`src/rtl/addsub_seq_if.sv`:
```
// Operand/result handshake bundle for addsub_seq.
// master = producer/consumer side, slave = the arithmetic block.
interface addsub_seq_if #(
  parameter int WIDTH = 16
) ();
  logic             in_valid;
  logic             in_ready;
  logic [WIDTH-1:0] a;
  logic [WIDTH-1:0] b;
  logic             op;
  logic             out_valid;
  logic             out_ready;
  logic [WIDTH-1:0] sum;
  logic             cout;
  logic             ovf;
  logic             zero;

  modport master (
    output in_valid, a, b, op, out_ready,
    input  in_ready, out_valid, sum, cout, ovf, zero
  );

  modport slave (
    input  in_valid, a, b, op, out_ready,
    output in_ready, out_valid, sum, cout, ovf, zero
  );
endinterface

```
`src/rtl/addsub_seq.sv`:
```
// Digit-serial adder/subtractor: DIGIT bits per clock, LSB digit first.
// Define ADDSUB_SEQ_OVF_EN to build the signed-overflow flag; otherwise ovf is tied low.
module addsub_seq #(
  parameter int WIDTH = 16,
  parameter int DIGIT = 4
) (
  input  logic         clk,
  input  logic         rst,
  addsub_seq_if.slave  bus
);

  localparam int N     = WIDTH / DIGIT;
  localparam int CNT_W = (N > 1) ? $clog2(N) : 1;

  typedef enum logic [1:0] {
    IDLE = 2'd0,
    CALC = 2'd1,
    DONE = 2'd2
  } state_t;

  state_t           r_state;
  state_t           w_next;
  logic             w_accept;
  logic             w_step;
  logic             w_last;
  logic             w_in_ready;
  logic             w_out_valid;

  logic [CNT_W-1:0] r_cnt;
  logic [WIDTH-1:0] r_a;
  logic [WIDTH-1:0] r_b;
  logic [WIDTH-1:0] r_sum;
  logic             r_op;
  logic             r_carry;
  logic             r_zero;

  logic [DIGIT:0]   w_dsum;
  logic [WIDTH-1:0] w_digit_ext;
  logic [WIDTH-1:0] w_sum_next;

  always_ff @(posedge clk) begin
    if (rst) r_state <= IDLE;
    else     r_state <= w_next;
  end

  always_comb begin
    w_next      = r_state;
    w_accept    = 1'b0;
    w_step      = 1'b0;
    w_in_ready  = 1'b0;
    w_out_valid = 1'b0;
    w_last      = (r_cnt == CNT_W'(N - 1));
    case (r_state)
      IDLE: begin
        w_in_ready = 1'b1;
        if (bus.in_valid) begin
          w_accept = 1'b1;
          w_next   = CALC;
        end
      end
      CALC: begin
        w_step = 1'b1;
        if (w_last) w_next = DONE;
      end
      DONE: begin
        w_out_valid = 1'b1;
        if (bus.out_ready) w_next = IDLE;
      end
      default: w_next = IDLE;
    endcase
  end

  // Operands shift right one digit per step; result digits enter at the top
  // so after N steps r_sum holds the full word in its natural position.
  assign w_dsum      = {1'b0, r_a[DIGIT-1:0]} + {1'b0, r_b[DIGIT-1:0]}
                     + (DIGIT+1)'(r_carry);
  assign w_digit_ext = WIDTH'(w_dsum[DIGIT-1:0]);
  assign w_sum_next  = (r_sum >> DIGIT) | (w_digit_ext << (WIDTH - DIGIT));

  always_ff @(posedge clk) begin
    if (rst) begin
      r_a     <= '0;
      r_b     <= '0;
      r_sum   <= '0;
      r_op    <= 1'b0;
      r_carry <= 1'b0;
      r_zero  <= 1'b0;
      r_cnt   <= '0;
    end else if (w_accept) begin
      r_a     <= bus.a;
      r_b     <= bus.b ^ {WIDTH{bus.op}};
      r_op    <= bus.op;
      r_carry <= bus.op;
      r_cnt   <= '0;
    end else if (w_step) begin
      r_a     <= r_a >> DIGIT;
      r_b     <= r_b >> DIGIT;
      r_sum   <= w_sum_next;
      r_carry <= w_dsum[DIGIT];
      r_cnt   <= r_cnt + CNT_W'(1);
      if (w_last) r_zero <= (w_sum_next == '0);
    end
  end

`ifdef ADDSUB_SEQ_OVF_EN
  logic r_ovf;
  logic w_ovf_digit;

  // Carry into the digit MSB recovered from its sum bit, XORed with carry out.
  assign w_ovf_digit = (r_a[DIGIT-1] ^ r_b[DIGIT-1] ^ w_dsum[DIGIT-1]) ^ w_dsum[DIGIT];

  always_ff @(posedge clk) begin
    if (rst)                   r_ovf <= 1'b0;
    else if (w_step && w_last) r_ovf <= w_ovf_digit;
  end

  assign bus.ovf = r_ovf;
`else
  assign bus.ovf = 1'b0;
`endif

  assign bus.in_ready  = w_in_ready;
  assign bus.out_valid = w_out_valid;
  assign bus.sum       = r_sum;
  assign bus.cout      = r_carry ^ r_op;
  assign bus.zero      = r_zero;

endmodule

```
`src/flat_wrapper.sv`:
```
// flat-port wrapper written by rule: the top's interface ports become plain ports
module addsub_seq_flat 
#(
  parameter int WIDTH = 16,
  parameter int DIGIT = 4
)
  (clk, rst, bus_in_valid, bus_a, bus_b, bus_op, bus_out_ready, bus_in_ready, bus_out_valid, bus_sum, bus_cout, bus_ovf, bus_zero);
  addsub_seq_if #(.WIDTH(WIDTH)) bus_i ();
  input  logic clk;
  input  logic rst;
  input wire logic [$bits(bus_i.in_valid)-1:0] bus_in_valid;
  input wire logic [$bits(bus_i.a)-1:0] bus_a;
  input wire logic [$bits(bus_i.b)-1:0] bus_b;
  input wire logic [$bits(bus_i.op)-1:0] bus_op;
  input wire logic [$bits(bus_i.out_ready)-1:0] bus_out_ready;
  output wire logic [$bits(bus_i.in_ready)-1:0] bus_in_ready;
  output wire logic [$bits(bus_i.out_valid)-1:0] bus_out_valid;
  output wire logic [$bits(bus_i.sum)-1:0] bus_sum;
  output wire logic [$bits(bus_i.cout)-1:0] bus_cout;
  output wire logic [$bits(bus_i.ovf)-1:0] bus_ovf;
  output wire logic [$bits(bus_i.zero)-1:0] bus_zero;
  assign bus_i.in_valid = bus_in_valid;
  assign bus_i.a = bus_a;
  assign bus_i.b = bus_b;
  assign bus_i.op = bus_op;
  assign bus_i.out_ready = bus_out_ready;
  assign bus_in_ready = bus_i.in_ready;
  assign bus_out_valid = bus_i.out_valid;
  assign bus_sum = bus_i.sum;
  assign bus_cout = bus_i.cout;
  assign bus_ovf = bus_i.ovf;
  assign bus_zero = bus_i.zero;
  addsub_seq #(.WIDTH(WIDTH), .DIGIT(DIGIT)) u_core (.clk(clk), .rst(rst), .bus(bus_i));
endmodule
```
`config.mk`:
```
export PLATFORM = sky130hd
export DESIGN_NAME = addsub_seq_flat
export DESIGN_NICKNAME = d
export VERILOG_FILES = /design/src/rtl/addsub_seq_if.sv /design/src/rtl/addsub_seq.sv /design/src/flat_wrapper.sv
export SDC_FILE = /design/constraint.sdc
export NUM_CORES = 1
export LEC_CHECK = 0
export CORE_MARGIN = 2
export CORE_UTILIZATION = 53
export CTS_CLUSTER_DIAMETER = 50
export CTS_CLUSTER_SIZE = 16
export DETAILED_ROUTE_END_ITERATION = 7
export HOLD_SLACK_MARGIN = 0.15
export PLACE_DENSITY = 0.88
export SLEW_MARGIN = 20
export SYNTH_ARGS = -nofsm -noshare
export SYNTH_HDL_FRONTEND = slang
export SYNTH_SLANG_ARGS = --single-unit
```
`constraint.sdc`:
```
create_clock -name clk -period 5.04 [get_ports clk]
set_clock_uncertainty 0.1 [all_clocks]
set_input_delay 1.008 -clock clk [delete_from_list [all_inputs] [get_ports clk]]
set_output_delay 1.008 -clock clk [all_outputs]
set_load 0.01 [all_outputs]
```
==> impl_results.md <==
- Status: complete, no violations
- DR iter-0 viols: 112
- Final WL: 5080 um
- Final hold vios: 0
- Mapped Cells: approximately 280
- # DRC: 0
- Pin count of the biggest net entering global routing: 56
- Hold Buf Count CTS: 0
- Synthesized Nets: 321
- Max-cap violation count: 0
- Gr usage total: 0.209
- Layout area overhead: 26.4%
- Core ar.: between 4000 and 5000 um2
- Final setup vio count: 0
- Cell Count, Final, Fillers Out: 374
- RSZ-0062 raised after global routing: no
- Post-Syn Area per Cell: 8.60 um2
- Synth warn: 0
- # fillers: 367
- CTS Buffer Depth: 2
- CTS sink cnt: 55
- Clk Tree Root Cell: clkbuf_8
- Yosys top cell area share: 0.461
- Layout cell share with drive strength beyond 1: 0.0466
- Crit-path cells: clkdlybuf4s50_1 > nor3b_4 > buf_4 > nand2_1 > a31oi_1
- Cell Rows: 24
- Nets@finish: ~360
- Full die area: 5060 um2
- Max stage delay on crit path: approximately 0.70 ns
- RR Startpoint: u_core.r_carry
- CTS buffer count: 5
- Global-route wire length before repair: 8540 um
- CP top delay family: buffers and inverters
- Synth area leader: dfxtp_1
- Slew Viols, Final: 0
- Slew HR: 0.292
- Starting density of the core: 0.549
- Inserted Diodes: 0
- Post-DP HPWL: 3490 um
- CP Class: primary input to register
- Vias: 2101
- Least-Margin Pin Slew: between 1 and 1.5 ns
- H-tree Lvls: 2
- Worst vdd rail ir drop: 0.154 mV
- Worst Path Max Fanout: 19
- Total gr overflow: 0
- HP Class: register to register
- Worst Path Arrival: 2.87 ns
- Antenna-violating nets left: 0
- Post-CTS Setup Inserts: 0
- Setup TNS: 0 ns
- Startpoint types: primary input
- Yosys cell types: 33
- Mapped cell area: 2390 um2
- Crit-path slowest cell: nor3b_4
- Dpl cells: ~370
- Routed len/inst: 13.6 um
- End of the critical path: u_core.r_carry
- GPL Wtd Cong: ~0.79
- Initial antenna violation count: 0
- Clk slew on worst S/H paths: around 0.09 ns
- Vias per cell: 5.62
- CP Depth: 5
- Highest clock rate: ~0.37 GHz
- Synth Register Bits: 55
- Critical path capture point type: register
- Num ports: 58
- CTS tree: yes
- CTS-repair resized insts: 0
- Vias in the first global route: 1941
- Final min period: roughly 2.7 ns
- Drt pass-1 iters: 4
- R2R Setup Slk: 2.67 ns
- Die width: 71.2 um
- Final Cycle Share: 0.543
- Worst reg2reg path endpoint: u_core.bus.zero
- Seq/Total Area, Yosys: 0.461
- Critical Path Source: bus_in_valid
- Worst reg2reg path depth: 6
- Crit path buf inv count: 2
- Leak pwr: 1.10 nW
- Clock latency on the worst-skew pair: 0.30 ns
- Required @ worst endpoint: 5.17 ns
- Synth top area cells: dfxtp_1 46%, a21oi_1 10%, nand2_1 10%
- Power density cells: between 200 and 300 nW/um2
- Die height: 71.2 um
- Port-buffer cells: 56
-- stage by stage --
stage | area (um2) | hold WS, ns | worst slack [ns] | total power [mW] | utilization
detailed placement | 2920 | 0.347 | 1.98 | 0.629 | 0.671
CTS | 3020 | 0.359 | 2.30 | 0.883 | 0.694
finish | 3020 | 0.356 | 2.30 | 0.875 | 0.694
global placement | 2920 | 0.340 | 2.06 | 0.625 | 0.671
floorplan | 2390 | 0.337 | 2.81 | 0.573 | -
global route | 3020 | 0.373 | 2.17 | 0.916 | 0.694
-- worst min path at each step --
stage,start,end,slack [ns],depth (start not counted)
floorplan,u_core.r_a[10],u_core.r_a[10],0.34,2
CTS,u_core.bus.sum[3],u_core.bus.sum[3],0.36,2
global route,u_core.r_b[10],u_core.r_b[10],0.37,2
finish,u_core.bus.sum[2],u_core.bus.sum[2],0.36,2
global placement,u_core.bus.sum[2],u_core.bus.sum[2],0.34,2
detailed placement,u_core.bus.sum[3],u_core.bus.sum[3],0.35,2
-- state kept, by name, summed over array words and instances, names as in the netlist --
name and cells:
u_core.r_state 2, u_core.bus.sum 16, u_core.r_cnt 2, u_core.r_carry 1, u_core.r_a 16, u_core.bus.zero 1, u_core.r_op 1, u_core.r_b 16
-- report_power, final --
part / switching, mW / internal [mW]
clock network: 0.131 / 0.126
registers: 0.0174 / 0.458
logic: 0.0724 / 0.0711
-- synth_stat cells --
cell	n
nor2_1	3
xnor2_1	3
or4_4	1
a31o_2	1
nor3_1	2
a31oi_1	1
nor3b_4	1
fa_1	2
a21o_1	1
inv_1	1
a21oi_1	50
conb_1	1
nor2_4	1
buf_4	3
mux2i_1	1
nand4_1	1
nand2_1	65
a2111oi_0	1
ha_1	4
xor2_1	17
o31ai_1	1
buf_2	11
o21ai_0	1
clkbuf_1	7
a211oi_1	1
and3_1	1
nor4_2	1
nor2b_1	3
nand2b_1	2
dfxtp_1	55
nor4_1	2
a22oi_1	24
nand3_1	9
-- cell families (layout without fill, tap and decap cells) --
family | after synthesis | count (layout) | share of synthesized area
AND/OR/NAND/NOR | 92 | 92 | 0.176
AO/OA/AOI/OAI | 81 | 81 | 0.202
flip-flops | 55 | 55 | 0.461
buffers and inverters | 22 | 66 | 0.0450
XOR/XNOR | 20 | 20 | 0.0733
adder cells (fa/ha/maj) | 6 | 6 | 0.0377
other | 1 | 1 | 0.00157
multiplexers | 1 | 1 | 0.00419
-- placed cells by master, fill, tap and decap left out, types with 2 or more instances in the layout --
cell	count
a21oi_1	50
nand3_1	9
nor2_1	3
ha_1	4
nor4_1	2
xor2_1	17
nand2b_1	2
dfxtp_1	55
nor2b_1	2
nand2_1	65
a22oi_1	24
nor3_1	2
xnor2_1	3
fa_1	2
clkdlybuf4s50_1	55
clkbuf_8	7
-- per-layer routing --
metal	global-route usage	vias to the layer above	share of wire
met5	0	-	0
met3	0.0527	5	0.039
met2	0.380	49	0.51
li1	-	1040	-
met1	0.239	1007	0.44
met4	0.0650	0	0.011
-- worst min-delay path: stages, from the launching register on --
cell,delay (ns)
dfxtp_1,0.32
nand2_1,0.05
a21oi_1,0.05
-- area by class of cell --
| type | count | area, um2 | area share |
|---|---|---|---|
| sequential | 55 | 1100 | 0.364 |
| clock buffer | 8 | 100 | 0.0331 |
| inverter | 1 | 3.75 | 0.00124 |
| tap | 52 | 65.1 | 0.0215 |
| multi-input combinational | 201 | 1190 | 0.393 |
| timing repair buffer | 57 | 563 | 0.186 |
No activity file was read; power rests on OpenSTA's default activity.
